<file path="config.mk">
export PLATFORM = sky130hd
export DESIGN_NAME = activation_cache
export DESIGN_NICKNAME = d
export VERILOG_FILES = /design/src/rtl/activation_cache.sv
export SDC_FILE = /design/constraint.sdc
export NUM_CORES = 2
export LEC_CHECK = 0
export CAP_MARGIN = 20
export CORE_AREA = 2 2 500 502
export CTS_CLUSTER_SIZE = 10
export DETAILED_ROUTE_END_ITERATION = 16
export DIE_AREA = 0 0 502 504
export GPL_ROUTABILITY_DRIVEN = 0
export PLACE_DENSITY = 0.65
export SLEW_MARGIN = 20
export SYNTH_ARGS = -nofsm -noshare
export SYNTH_HDL_FRONTEND = slang
export SYNTH_SLANG_ARGS = --single-unit
</file>
<file path="constraint.sdc">
create_clock -name clk -period 46.9 [get_ports clk]
set_input_delay 9.38 -clock clk [delete_from_list [all_inputs] [get_ports clk]]
set_output_delay 9.38 -clock clk [all_outputs]
set_load 0.01 [all_outputs]
</file>
<file path="src/rtl/activation_cache.sv">
// Activation history buffer: stores accepted vectors in a circular buffer and
// emits four dilated taps (oldest to newest) one cycle after each accepted sample.
module activation_cache #(
  parameter int unsigned W        = 16,
  parameter int unsigned D        = 16,
  parameter int unsigned DILATION = 1
) (
  input  logic                  clk,
  input  logic                  rst,
  input  logic                  clear,
  input  logic signed [D*W-1:0] packed_in,
  input  logic                  in_v,
  output logic                  in_ready,
  output logic signed [D*W-1:0] packed_a0,
  output logic signed [D*W-1:0] packed_a1,
  output logic signed [D*W-1:0] packed_a2,
  output logic signed [D*W-1:0] packed_a3,
  output logic                  out_v,
  output logic                  primed
);

  localparam int unsigned DEPTH = 3 * DILATION + 1;
  localparam int unsigned AW    = (DEPTH > 1) ? $clog2(DEPTH) : 1;
  localparam int unsigned FW    = AW + 1;
  localparam int unsigned VW    = D * W;

  typedef enum logic {
    IDLE = 1'b0,
    EMIT = 1'b1
  } state_t;

  state_t          r_state;
  logic [VW-1:0]   r_mem [DEPTH];
  logic [AW-1:0]   r_wr_ptr;
  logic [FW-1:0]   r_fill;
  logic            r_primed;
  logic            r_out_v;
  logic [VW-1:0]   r_a0;
  logic [VW-1:0]   r_a1;
  logic [VW-1:0]   r_a2;
  logic [VW-1:0]   r_a3;

  logic [AW-1:0]   w_newest;
  logic [AW-1:0]   w_next_ptr;
  logic [AW-1:0]   w_idx [4];

  // Index of the slot 'back' samples older than 'newest', modulo DEPTH.
  function automatic logic [AW-1:0] tap_idx(input logic [AW-1:0] newest,
                                            input int unsigned back);
    logic [FW-1:0] s;
    s = {1'b0, newest} + FW'(DEPTH) - FW'(back);
    if (s >= FW'(DEPTH)) s = s - FW'(DEPTH);
    return s[AW-1:0];
  endfunction

  // Pointer arithmetic with explicit wrap for non-power-of-two depths.
  always_comb begin
    w_newest   = (r_wr_ptr == '0) ? AW'(DEPTH - 1) : r_wr_ptr - AW'(1);
    w_next_ptr = (r_wr_ptr == AW'(DEPTH - 1)) ? '0 : r_wr_ptr + AW'(1);
    for (int k = 0; k < 4; k++) begin
      w_idx[k] = tap_idx(w_newest, (3 - k) * DILATION);
    end
  end

  // Accept/emit FSM, history storage and registered taps; rst and clear both flush.
  always_ff @(posedge clk) begin
    if (rst || clear) begin
      r_state  <= IDLE;
      r_wr_ptr <= '0;
      r_fill   <= '0;
      r_primed <= 1'b0;
      r_out_v  <= 1'b0;
      r_a0     <= '0;
      r_a1     <= '0;
      r_a2     <= '0;
      r_a3     <= '0;
      for (int i = 0; i < DEPTH; i++) begin
        r_mem[i] <= '0;
      end
    end else begin
      r_out_v <= 1'b0;
      case (r_state)
        IDLE: begin
          if (in_v) begin
            r_mem[r_wr_ptr] <= packed_in;
            r_wr_ptr        <= w_next_ptr;
            if (r_fill != FW'(DEPTH)) r_fill <= r_fill + FW'(1);
            if (r_fill >= FW'(DEPTH - 1)) r_primed <= 1'b1;
            r_state <= EMIT;
          end
        end
        EMIT: begin
          r_a0    <= r_mem[w_idx[0]];
          r_a1    <= r_mem[w_idx[1]];
          r_a2    <= r_mem[w_idx[2]];
          r_a3    <= r_mem[w_idx[3]];
          r_out_v <= 1'b1;
          r_state <= IDLE;
        end
        default: r_state <= IDLE;
      endcase
    end
  end

  assign in_ready  = (r_state == IDLE);
  assign out_v     = r_out_v;
  assign primed    = r_primed;
  assign packed_a0 = r_a0;
  assign packed_a1 = r_a1;
  assign packed_a2 = r_a2;
  assign packed_a3 = r_a3;

endmodule

</file>
* After elaboration in Yosys (flattened, before gate mapping)
Memory sizes are Yosys's and may differ from the RTL's. A register that Yosys moved wholly into a read port is not among the register bits.
Index checks and enable logic that the tools add are counted.
** Operators by class
- Mux-type cells :: 17
- Shift operators :: 0
- Eq/ne operators :: 2
- Bitwise operators :: 1
- Divide/modulo/power cells :: 0
- Reduce and logical (&&, ||, !) cells :: 6
- Multiply operators :: 0
- Add/sub/neg operators :: 11
- $lt $le $gt $ge :: 5
** Operators with widths (number)
- 256-bit 2-to-1 mux :: 1
- 256-bit OR reduction :: 1
- 2-bit 2-to-1 mux :: 7
- 3-bit greater-or-equal comparator, second input constant :: 4
- 2-bit by 1-bit subtractor with 2-bit output, second input constant :: 5
- 1-bit 2-to-1 mux :: 8
- 3-bit AND reduction :: 2
- 3-bit by 2-bit subtractor with 3-bit output, second input constant :: 2
- 2-bit by 3-bit adder with 3-bit output, second input constant :: 1
- 3-bit by 1-bit adder with 3-bit output, second input constant :: 1
- 3-bit by 2-bit greater-or-equal comparator with 1-bit output, second input constant :: 1
- 3-bit inequality test, second input constant :: 1
- 3-bit by 1-bit subtractor with 3-bit output, second input constant :: 1
- 2-bit by 1-bit adder with 2-bit output, second input constant :: 1
- 2-bit equality test, second input constant :: 1
- 2-bit logical NOT :: 1
- 1-bit one-hot mux with 2 select lines :: 1
- 2-bit AND reduction :: 1
- 1-bit logical OR :: 1
- 1-bit NOT :: 1
** Word-level totals
- Logic and storage cells :: 48
- RAM bits :: 1024
- Register bits after elaboration :: 8
- Latch bits :: 0
- Output and inout port bits :: 1027
- Bits in read-only memories :: 0
- Memories :: 1
- Bits of input ports :: 260
** Memory list
- r_mem :: words 4, bits a word 256, read ports 4, clocked after memory_dff 4, wr ports 4, line 33 : logic [VW-1:0] r_mem [DEPTH];

* Logic depth before layout (Yosys ltp)
- Depth in word-level cells :: 6
- Gate-level depth with buffers :: 11
- Mapped depth without buffers :: 6

* Worst setup path before layout
Ideal clock, no wire load.
- Kind :: in2reg
- Start :: in in_v
- End :: mem r_mem[3][0] (netlist name) (enable)
- Required time :: 45651 ps
- Stages :: 3
- Arrival time :: 28213 ps
- Slack :: 17438 ps
- Setup time :: 1249 ps
- Buffers on the path :: 1
- Cell sequence :: nand2b_1 -> clkbuf_1 -> o31ai_1
** RTL lines
- start: declaration :: line 12 : input logic in_v,
- end: declaration :: line 33

* Final worst setup path
- Start :: in rst
- End :: reg r_a2[58] (netlist: packed_a2[58]) (read register of r_mem)
** On the way
- Longest elaborated chain between the ends :: 1
** RTL lines
- start: declaration :: line 9 : input logic rst,
- 1-bit logical OR :: line 67 : if (rst || clear) begin
- end: declaration :: line 40 : logic [VW-1:0] r_a2;
Every way passes these cells.
A chain may end at the register's enable or synchronous reset.

==> results.txt <==
run status = completed
DRT Pass-1 Iters = 8
skew final = 0.06418 ns
CP Class = in2reg
Synth cell types = 34
setup_tns = 0 ns
WP data required = 47.67 ns
top fanout value on the critical path = 129
Tightest Pin Transition = 1.323 ns
Clock Sinks = 2056
worst min path class = reg2reg
Synth Area per Inst = 10.68 sq um
most frequent CP cell = buf_4
finished layout cell area = 112400 sq um
critical path launch point type = input pin
Mapped Cells = 8466
H-tree Lvls = 4
Worst-Skew Late Latency = 0.90 ns
area post-placement = 105300 sq um
Detail Route Antenna Nets = 0
total congestion overflow = 0
CP max stage cell = buf_4
sequential area share after synthesis = 0.5683
Max-Cap Viols = 0
Port-buffer cells = 1286
Mapped Area = 90450 sq um
routed length per instance = 23.85 um
Hold Path Depth = 2
Reg clk slew, reported paths = 0.06 ns
Synth Net Count = 8731
Max Buffers Root-to-Sink = 3
Max VDD drop = 33.77 uV
Tot GR Track Use = 0.2328
logic gate share of total power = 0.077
Leak = 38.74 nW
worst-case reg-to-reg path depth = 11
Final period util = 0.2942
core footprint = 247500 sq um
worst flop-to-flop path startpoint = r_wr_ptr[0]
WL final = 307800 um
HPWL Detailed = 205900 um
Hold Path End = packed_a3[14]
clock power share = 0.428
multi-input logic area = 35950 sq um
Net Switching = 0.9777 mW
final hold vios = 0
endpoints failing setup = 0
final net count = 9600
unrepaired setup endpoints after global routing = false
Max Fclk = 72.49 MHz
storage element area = 51410 sq um
vias in the first global route = 65140
Cell Chain, Critical Path = clkdlybuf4s50_1 > nor2_2 > nand2_8 > buf_4 > buf_4 > buf_4 > buf_4 > nor2_1 > a221o_1
Reg2Reg Capture Point = packed_a0[140]
Reg2Reg Setup Slack = 39.42 ns
Starting Density = 0.3654
Max Slew Vio Count = 0
largest net degree at the start of global routing = 252
die width = 502 um
die height = 504 um
worst hold start = packed_a3[14]
Syn. warnings = 0
CTS tree = done
synthesized flop and latch total = 2056
Area Growth Syn to Fin = 24.25%
# hold bufs at CTS = 0
initial antenna violation count = 63
first-pass GRT wire length = 443100 um
IO Count = 1287
Power Internal = 3.005 mW
WP data arrival = 14.56 ns
CTS root buf = clkbuf_16
CTS resizes = 0
Net Sw Frac = 0.2455
layout cells sized above 1 = 0.06582
Initial DRC Count = 5599
Vias/cell = 5.316
crit end category = flop
post-route DRC violation count = 0
CTS Buf Count = 232
cell row count = 183
sequential power share = 0.496
PwrDens = 35.44 nW/um^2
Final min period = 13.80 ns
max_slew headroom = 0.1181
delay of the slowest critical-path stage = 0.84 ns
Filler Cell Count = 22710
vias = 68610
setup bufs post-CTS = 0
Die ar. = 253000 sq um
-- cells in the mapped netlist --
cell	n	share of area
dfxtp_1	1032	0.23
and2_1	1024	0.071
edfxtp_1	1024	0.34
mux2i_1	775	0.086
nor2_1	771	0.032
nand2_1	766	0.032
nor3_1	511	0.028
a221o_1	510	0.056
o21ai_0	503	0.028
clkbuf_1	400	0.017
buf_2	284	0.016
o21ai_1	264	0.015
a21oi_1	258	0.014
mux2_2	255	0.032
buf_1	46	0.0019
buf_4	7	0.00058
inv_1	6	0.00025
a22o_1	5	0.00048
ha_1	5	0.00069
nand2b_1	4	0.00028
buf_6	2	0.00025
nor3_2	2	0.00022
inv_2	1	0.000041
nand2_2	1	0.000069
nand3_1	1	0.000055
nor2_2	1	0.000069
nor2_4	1	0.00012
nor2b_4	1	0.00015
nor4_2	1	0.00014
o31ai_1	1	0.000083
or2_1	1	0.000069
or2_2	1	0.000069
xnor2_1	1	0.000097
xnor2_2	1	0.00018
-- critical path: cells and delay by family --
kind	cells	cell delay, ns
and+or+nand+nor	3	0.87
buffers and inverters	5	3.61
AOI/OAI and AO/OA	1	0.35
-- through the flow --
step | setup WS [ns] | hold slack, ns | power [mW] | cells | util
3_5_place_dp | 32.25 | 0.4425 | 2.317 | 12430 | 0.4254
2_1_floorplan | 17.44 | 0.4704 | 2.208 | 8466 | -
3_3_place_gp | 32.46 | 0.4333 | 2.308 | 12430 | 0.4254
6_report | 33.10 | 0.4468 | 3.983 | 12910 | 0.4541
5_1_grt | 32.83 | 0.4601 | 4.113 | 12890 | 0.4539
4_1_cts | 33.24 | 0.4503 | 4.011 | 12870 | 0.4536
-- worst max-delay path by stage --
stage          startpoint       endpoint  slack [ns]  cells past startpoint
2_1_floorplan        in_v    r_mem[3][0]       17.44                      3
3_3_place_gp          rst  packed_a2[58]       32.46                      9
3_5_place_dp          rst  packed_a2[43]       32.25                      9
4_1_cts               rst  packed_a2[58]       33.24                      9
5_1_grt               rst  packed_a2[61]       32.83                      9
6_report              rst  packed_a2[58]       33.10                      9
-- per-layer routing --
layer | part of all wire | vias up | global-route usage | wire length (um)
met5 | 0.0010 | - | 0 | 312
met3 | 0.082 | 527 | 0.06428 | 25320
met2 | 0.46 | 2309 | 0.3754 | 141700
li1 | - | 32140 | - | -
met4 | 0.054 | 48 | 0.1212 | 16690
met1 | 0.40 | 33580 | 0.2829 | 123800
-- logic make-up after synthesis --
| logic type | after synthesis | synth area share |
|---|---|---|
| buffers and inverters | 746 | 0.03534 |
| AOI/OAI and AO/OA | 1541 | 0.1137 |
| DFF | 2056 | 0.5683 |
| xor gates and xnor gates | 2 | 0.0002767 |
| and+or+nand+nor | 3086 | 0.1641 |
| adders and majority gates | 5 | 0.0006916 |
| muxes | 1030 | 0.1175 |
-- cell type report --
cell class,count,share of cell area
flip-flops and latches,2056,0.4575
well taps,3330,0.03707
inverters,7,0.0002338
clock inverters,27,0.003151
diodes,35,0.0007793
multi-input cells,5664,0.3199
clock buffers,413,0.05897
repair buffers,1374,0.1224
-- layout by cell type, fill, tap and decap left out, types with 35 or more instances in the layout --
cell                n
a221o_1           510
nand2_1           766
nor2_1            770
mux2_2            255
diode_2            35
o21ai_0           503
edfxtp_1         1024
dfxtp_1          1031
clkdlybuf4s50_1  1286
nor3_1            511
mux2i_1           775
and2_1           1024
clkbuf_1          169
o21ai_1           264
clkbuf_16         234
buf_4              69
a21oi_1           258
-- registers in the layout, indices dropped and copies added (netlist names) --
| name | cells |
|---|---|
| packed_a2 | 256 |
| packed_a3 | 256 |
| packed_a1 | 256 |
| r_state | 1 |
| out_v | 1 |
| packed_a0 | 256 |
| r_mem | 1024 |
| r_wr_ptr | 2 |
| primed | 1 |
| r_fill | 3 |
-- power by group through the flow --
stage | combinational (mW) | sequential (mW) | clock [mW]
2_1_floorplan | 0.189 | 2.02 | 0
3_3_place_gp | 0.300 | 2.01 | 0
3_5_place_dp | 0.305 | 2.01 | 0
4_1_cts | 0.306 | 1.97 | 1.73
5_1_grt | 0.330 | 1.98 | 1.80
6_report | 0.305 | 1.97 | 1.70
(Power assumes the default switching activity.)
